--- src/rtl/mem_port_arbiter.sv ---
// Multi-port arbiter in front of a single-port memory with fixed MEM_LATENCY.
// One transaction in flight: IDLE accepts, ISSUE drives memory, WAIT counts, RESP answers.
module mem_port_arbiter #(
  parameter int NUM_PORTS   = 2,
  parameter int XLEN        = 32,
  parameter int MEM_LATENCY = 1,
  parameter int RR_MODE     = 1
) (
  input  logic                      clk,
  input  logic                      reset,
  input  logic [NUM_PORTS-1:0]      req_valid,
  output logic [NUM_PORTS-1:0]      req_ready,
  input  logic [NUM_PORTS*XLEN-1:0] req_addr,
  input  logic [NUM_PORTS*XLEN-1:0] req_wdata,
  input  logic [NUM_PORTS*4-1:0]    req_byte_en,
  input  logic [NUM_PORTS-1:0]      req_we,
  input  logic [NUM_PORTS-1:0]      flush,
  output logic [NUM_PORTS-1:0]      resp_valid,
  output logic [XLEN-1:0]           resp_rdata,
  output logic                      busy,
  output logic                      mem_req,
  output logic                      mem_we,
  output logic [XLEN-1:0]           mem_addr,
  output logic [XLEN-1:0]           mem_wdata,
  output logic [3:0]                mem_byte_en,
  input  logic [XLEN-1:0]           mem_rdata
);
  localparam int IW = $clog2(NUM_PORTS);

  typedef enum logic [1:0] {IDLE, ISSUE, WAIT, RESP} state_e;
  typedef struct packed {
    logic [XLEN-1:0] addr;
    logic [XLEN-1:0] wdata;
    logic [3:0]      be;
    logic            we;
  } req_t;

  logic [NUM_PORTS-1:0][XLEN-1:0] addr_v, wdata_v;
  logic [NUM_PORTS-1:0][3:0]      be_v;
  assign addr_v  = req_addr;
  assign wdata_v = req_wdata;
  assign be_v    = req_byte_en;

  state_e          state_q, state_d;
  logic [3:0]      cnt_q, cnt_d;
  logic            cancel_q, cancel_d;
  logic [IW-1:0]   last_q, last_d;
  logic [IW-1:0]   gnt_q, gnt_d;
  req_t            lat_q, lat_d;
  logic [XLEN-1:0] rdata_q, rdata_d;

  // Winner search: RR rotates the start one past the last accepted port.
  logic          found;
  logic [IW-1:0] win;
  logic [IW:0]   j;
  always_comb begin
    found = 1'b0;
    win   = '0;
    j     = '0;
    for (int i = 0; i < NUM_PORTS; i++) begin
      if (RR_MODE != 0) j = (IW+1)'(last_q) + (IW+1)'(i) + (IW+1)'(1);
      else              j = (IW+1)'(i);
      if (j >= (IW+1)'(NUM_PORTS)) j = j - (IW+1)'(NUM_PORTS);
      if (!found && req_valid[j[IW-1:0]]) begin
        found = 1'b1;
        win   = j[IW-1:0];
      end
    end
  end

  always_comb begin
    state_d     = state_q;
    cnt_d       = cnt_q;
    cancel_d    = cancel_q;
    last_d      = last_q;
    gnt_d       = gnt_q;
    lat_d       = lat_q;
    rdata_d     = rdata_q;
    req_ready   = '0;
    resp_valid  = '0;
    resp_rdata  = '0;
    mem_req     = 1'b0;
    mem_we      = 1'b0;
    mem_addr    = '0;
    mem_wdata   = '0;
    mem_byte_en = '0;
    unique case (state_q)
      IDLE: begin
        // reset gate keeps req_ready low while reset is held
        if (found && reset) begin
          req_ready[win] = 1'b1;
          gnt_d          = win;
          last_d         = win;
          lat_d          = '{addr: addr_v[win], wdata: wdata_v[win], be: be_v[win], we: req_we[win]};
          cancel_d       = 1'b0;
          state_d        = ISSUE;
        end
      end
      ISSUE: begin
        mem_req     = 1'b1;
        mem_we      = lat_q.we;
        mem_addr    = lat_q.addr;
        mem_wdata   = lat_q.wdata;
        mem_byte_en = lat_q.be;
        cnt_d       = 4'd1;
        if (flush[gnt_q]) cancel_d = 1'b1;
        state_d     = WAIT;
      end
      WAIT: begin
        if (flush[gnt_q]) cancel_d = 1'b1;
        if (cnt_q == 4'(MEM_LATENCY)) begin
          rdata_d = lat_q.we ? '0 : mem_rdata;
          state_d = RESP;
        end else begin
          cnt_d = cnt_q + 4'd1;
        end
      end
      RESP: begin
        if (!cancel_q && !flush[gnt_q]) begin
          resp_valid[gnt_q] = 1'b1;
          resp_rdata        = rdata_q;
        end
        cnt_d    = '0;
        cancel_d = 1'b0;
        state_d  = IDLE;
      end
      default: state_d = IDLE;
    endcase
  end

  assign busy = (state_q != IDLE);

  always_ff @(posedge clk or negedge reset) begin
    if (!reset) begin
      state_q  <= IDLE;
      cnt_q    <= '0;
      cancel_q <= 1'b0;
      last_q   <= IW'(NUM_PORTS-1);
      gnt_q    <= '0;
      lat_q    <= '0;
      rdata_q  <= '0;
    end else begin
      state_q  <= state_d;
      cnt_q    <= cnt_d;
      cancel_q <= cancel_d;
      last_q   <= last_d;
      gnt_q    <= gnt_d;
      lat_q    <= lat_d;
      rdata_q  <= rdata_d;
    end
  end
endmodule
--- config.mk ---
export PLATFORM = sky130hd
export DESIGN_NAME = mem_port_arbiter
export DESIGN_NICKNAME = d
export VERILOG_FILES = /design/src/rtl/mem_port_arbiter.sv
export SDC_FILE = /design/constraint.sdc
export NUM_CORES = 1
export LEC_CHECK = 0
export CAP_MARGIN = 25
export CORE_UTILIZATION = 41
export DETAILED_ROUTE_END_ITERATION = 10
export PLACE_DENSITY = 0.82
export SKIP_CTS_REPAIR_TIMING = 1
export SLEW_MARGIN = 5
export SYNTH_ARGS = -nofsm -noshare
export SYNTH_HDL_FRONTEND = slang
export SYNTH_SLANG_ARGS = --single-unit
--- constraint.sdc ---
create_clock -name clk -period 1.9 [get_ports clk]
set_input_delay 0.38 -clock clk [delete_from_list [all_inputs] [get_ports clk]]
set_output_delay 0.38 -clock clk [all_outputs]
set_load 0.03 [all_outputs]
==> run summary <==
Sequential share of the synthesized area - 49.2%
Die height - 119 microns
Via count - 5346
Number of I/O pins - 283
Ys Warns - 0
Core footprint - 13300 sq um
Layout area overhead - 72.8%
Final GP Congestion - 0.828
DR vias/cell - 5.30
Post-synthesis cell type count - 33
Worst VDD drop - 0.650 mV
Layout cell share with drive strength beyond 1 - 30.4%
Starting density of the core - 42.1%
Initial antenna violation count - 0
Max-Cap Viols - 0
CP endpoint kind - output port
DRC - 0
Final setup viols - 106
Row count - 42
Number of global-route vias before repair - 5212
Number of synthesized flops with an enable pin - 0
Netlist Area Pre-Place - 5600 sq um
Final Max Slew Viols - 0
Main flop type after synthesis - dfrtp_1
Die area - 14100 sq um
H-tree level count - 3
Fin crit share - 113%
Period minus WS final - 2140 ps
Grt total ovfl - 0
CTS tree - done
Clock root buffer - clkbuf_16
Final Hold Fails - 0
Cells after Synth - 538
Final Power - 13.3 mW
Routed length per instance - 18.7 microns
Fmax - 467 MHz
First-pass GRT wire length - 26.1 mm
Fin worst setup slack - -242 ps
Worst skew pair latency - 340 ps
Synth area leaders - dfrtp_1 49%, a221o_1 12%, and2_1 12%
DR pass1 iterations - 7
Crit start category - flip-flop
WP data arrival - 1760 ps
Hold WC Path Type - in -> async
WP data required - 1520 ps
Seq cells post-synth - 110
RSZ-0062 raised after global routing - true
Clock sinks - 110
Cell Pwr Density - 1370 nW/um^2
Mean area per synthesized cell - 10.4 sq um
Yosys top cell by area - dfrtp_1
Post-route ant nets - 0
CP Max Fanout - 34
Post-synth top cells - 109 x dfrtp_1, 105 x and2_1, 69 x a221o_1
Worst Tran Pin Value - 693 ps
Worst clock skew - 4.51 ps
Cell with the most instances after synthesis - dfrtp_1
Antenna cell count - 0
Critical path type - reg -> out
IO Port Bufs - 282
Relative slew slack - 53.8%
DR iter-0 viols - 310
Num CTS Buffers - 9
Tot GR Track Use - 23.7%
Clk buf depth - 2
Ys async rst share - 100%
Largest net degree at the start of global routing - 65
Detailed Place HPWL - 12.1 mm
CTS clk-pin slew, worst paths - 70 ps
Post-synth top area share - 48.7%
Routed wire length - 18.9 mm
Post-place setup slack - -196 ps
Leakage - 4.31 nW
Failing checks - negative setup slack
Total Nets Final - 1011
Die X-Extent - 119 microns
Status - complete, but fails checks
Syn Nets - 720
layout by cell type (no fill, tap or decap), types with 2 or more instances in the layout:
cell type,n
a221o_1,69
bufinv_16,2
clkbuf_16,15
clkinv_2,2
and2_0,67
a21oi_4,2
inv_1,5
and2_4,60
clkdlybuf4s50_1,174
dfrtp_1,109
nor2b_1,2
a21oi_1,5
nand3_1,2
buf_4,25
nand2b_1,32
ha_4,2
nand2_1,33
buf_6,105
ha_1,3
nand3_4,2
buf_12,13
o21ai_0,36
inv_2,2
and2_2,11
clkbuf_8,2
and2_1,34
where the power goes:
group	switching [mW]	internal (mW)	leakage (nW)
sequential	0.614	3.41	1.38
combinational	3.42	3.78	2.77
clock	0.834	1.22	0.161
total	4.87	8.41	4.31
per-stage QoR:
step / hold WS (ps) / TNS [ps] / util [%] / instance area (sq um) / cells
after global routing: 175 / -24640 / 72.8 / 9680 / 1009
after global placement: 458 / -2840 / 64.1 / 8520 / 974
after CTS: 104 / -16900 / 66.5 / 8840 / 989
after floorplan: 84.4 / 0 / - / 5690 / 538
after detailed placement: 463 / -6190 / 64.1 / 8520 / 974
final: 153 / -19090 / 72.8 / 9680 / 1009
registers in the layout, indices dropped and copies added (netlist names):
register	count
state_q	2
lat_q	69
rdata_q	32
cnt_q	4
gnt_q	1
cancel_q	1
last_q	1
routing by layer:
metal | GRT usage [%] | vias up | wire length, microns
met5 | 0 | - | 0
met4 | 10.2 | 0 | 576
met3 | 5.94 | 43 | 1460
met2 | 39.9 | 271 | 9410
met1 | 28.7 | 2590 | 7450
li1 | - | 2442 | -
kinds of logic after synthesis:
group,count (synthesis),synth area share (%)
buffers and inverters,51,4.76
multiplexers,3,0.559
AND/OR/NAND/NOR,248,26.3
adder cells (fa/ha/maj),6,1.34
AO/OA/AOI/OAI,120,17.9
flip-flops,110,49.2
worst paths after layout:
check | depth (start not counted) | slack [ps] | start | end
worst min register to register | 2 | 470 | rdata_q[3] | rdata_q[3]
worst max register to register | 8 | 20 | state_q[0] | cnt_q[1]
max in group asynchronous | 2 | 1140 | reset | rdata_q[5]
min in group clk | 3 | 420 | reset | last_q
worst min-delay path | 2 | 150 | reset | cnt_q[3]
worst max-delay path | 5 | -240 | state_q[0] | resp_rdata[12]
critical path: stages, from the launching register on:
cell and delay (ps):
dfrtp_1 440, ha_2 270, and3b_2 230, buf_12 160, and2_1 180, buf_6 140
layout make-up:
class                   count  area (sq um)
fillers                   888          3620
clock inverters             4          70.1
repair buffers            324          3540
flip-flops and latches    110          2750
multi-input cells         377          2820
inverters                   7          26.3
well taps                 176           220
clock buffers              11           253
Note: power is estimated with default switching activity, not from simulation.
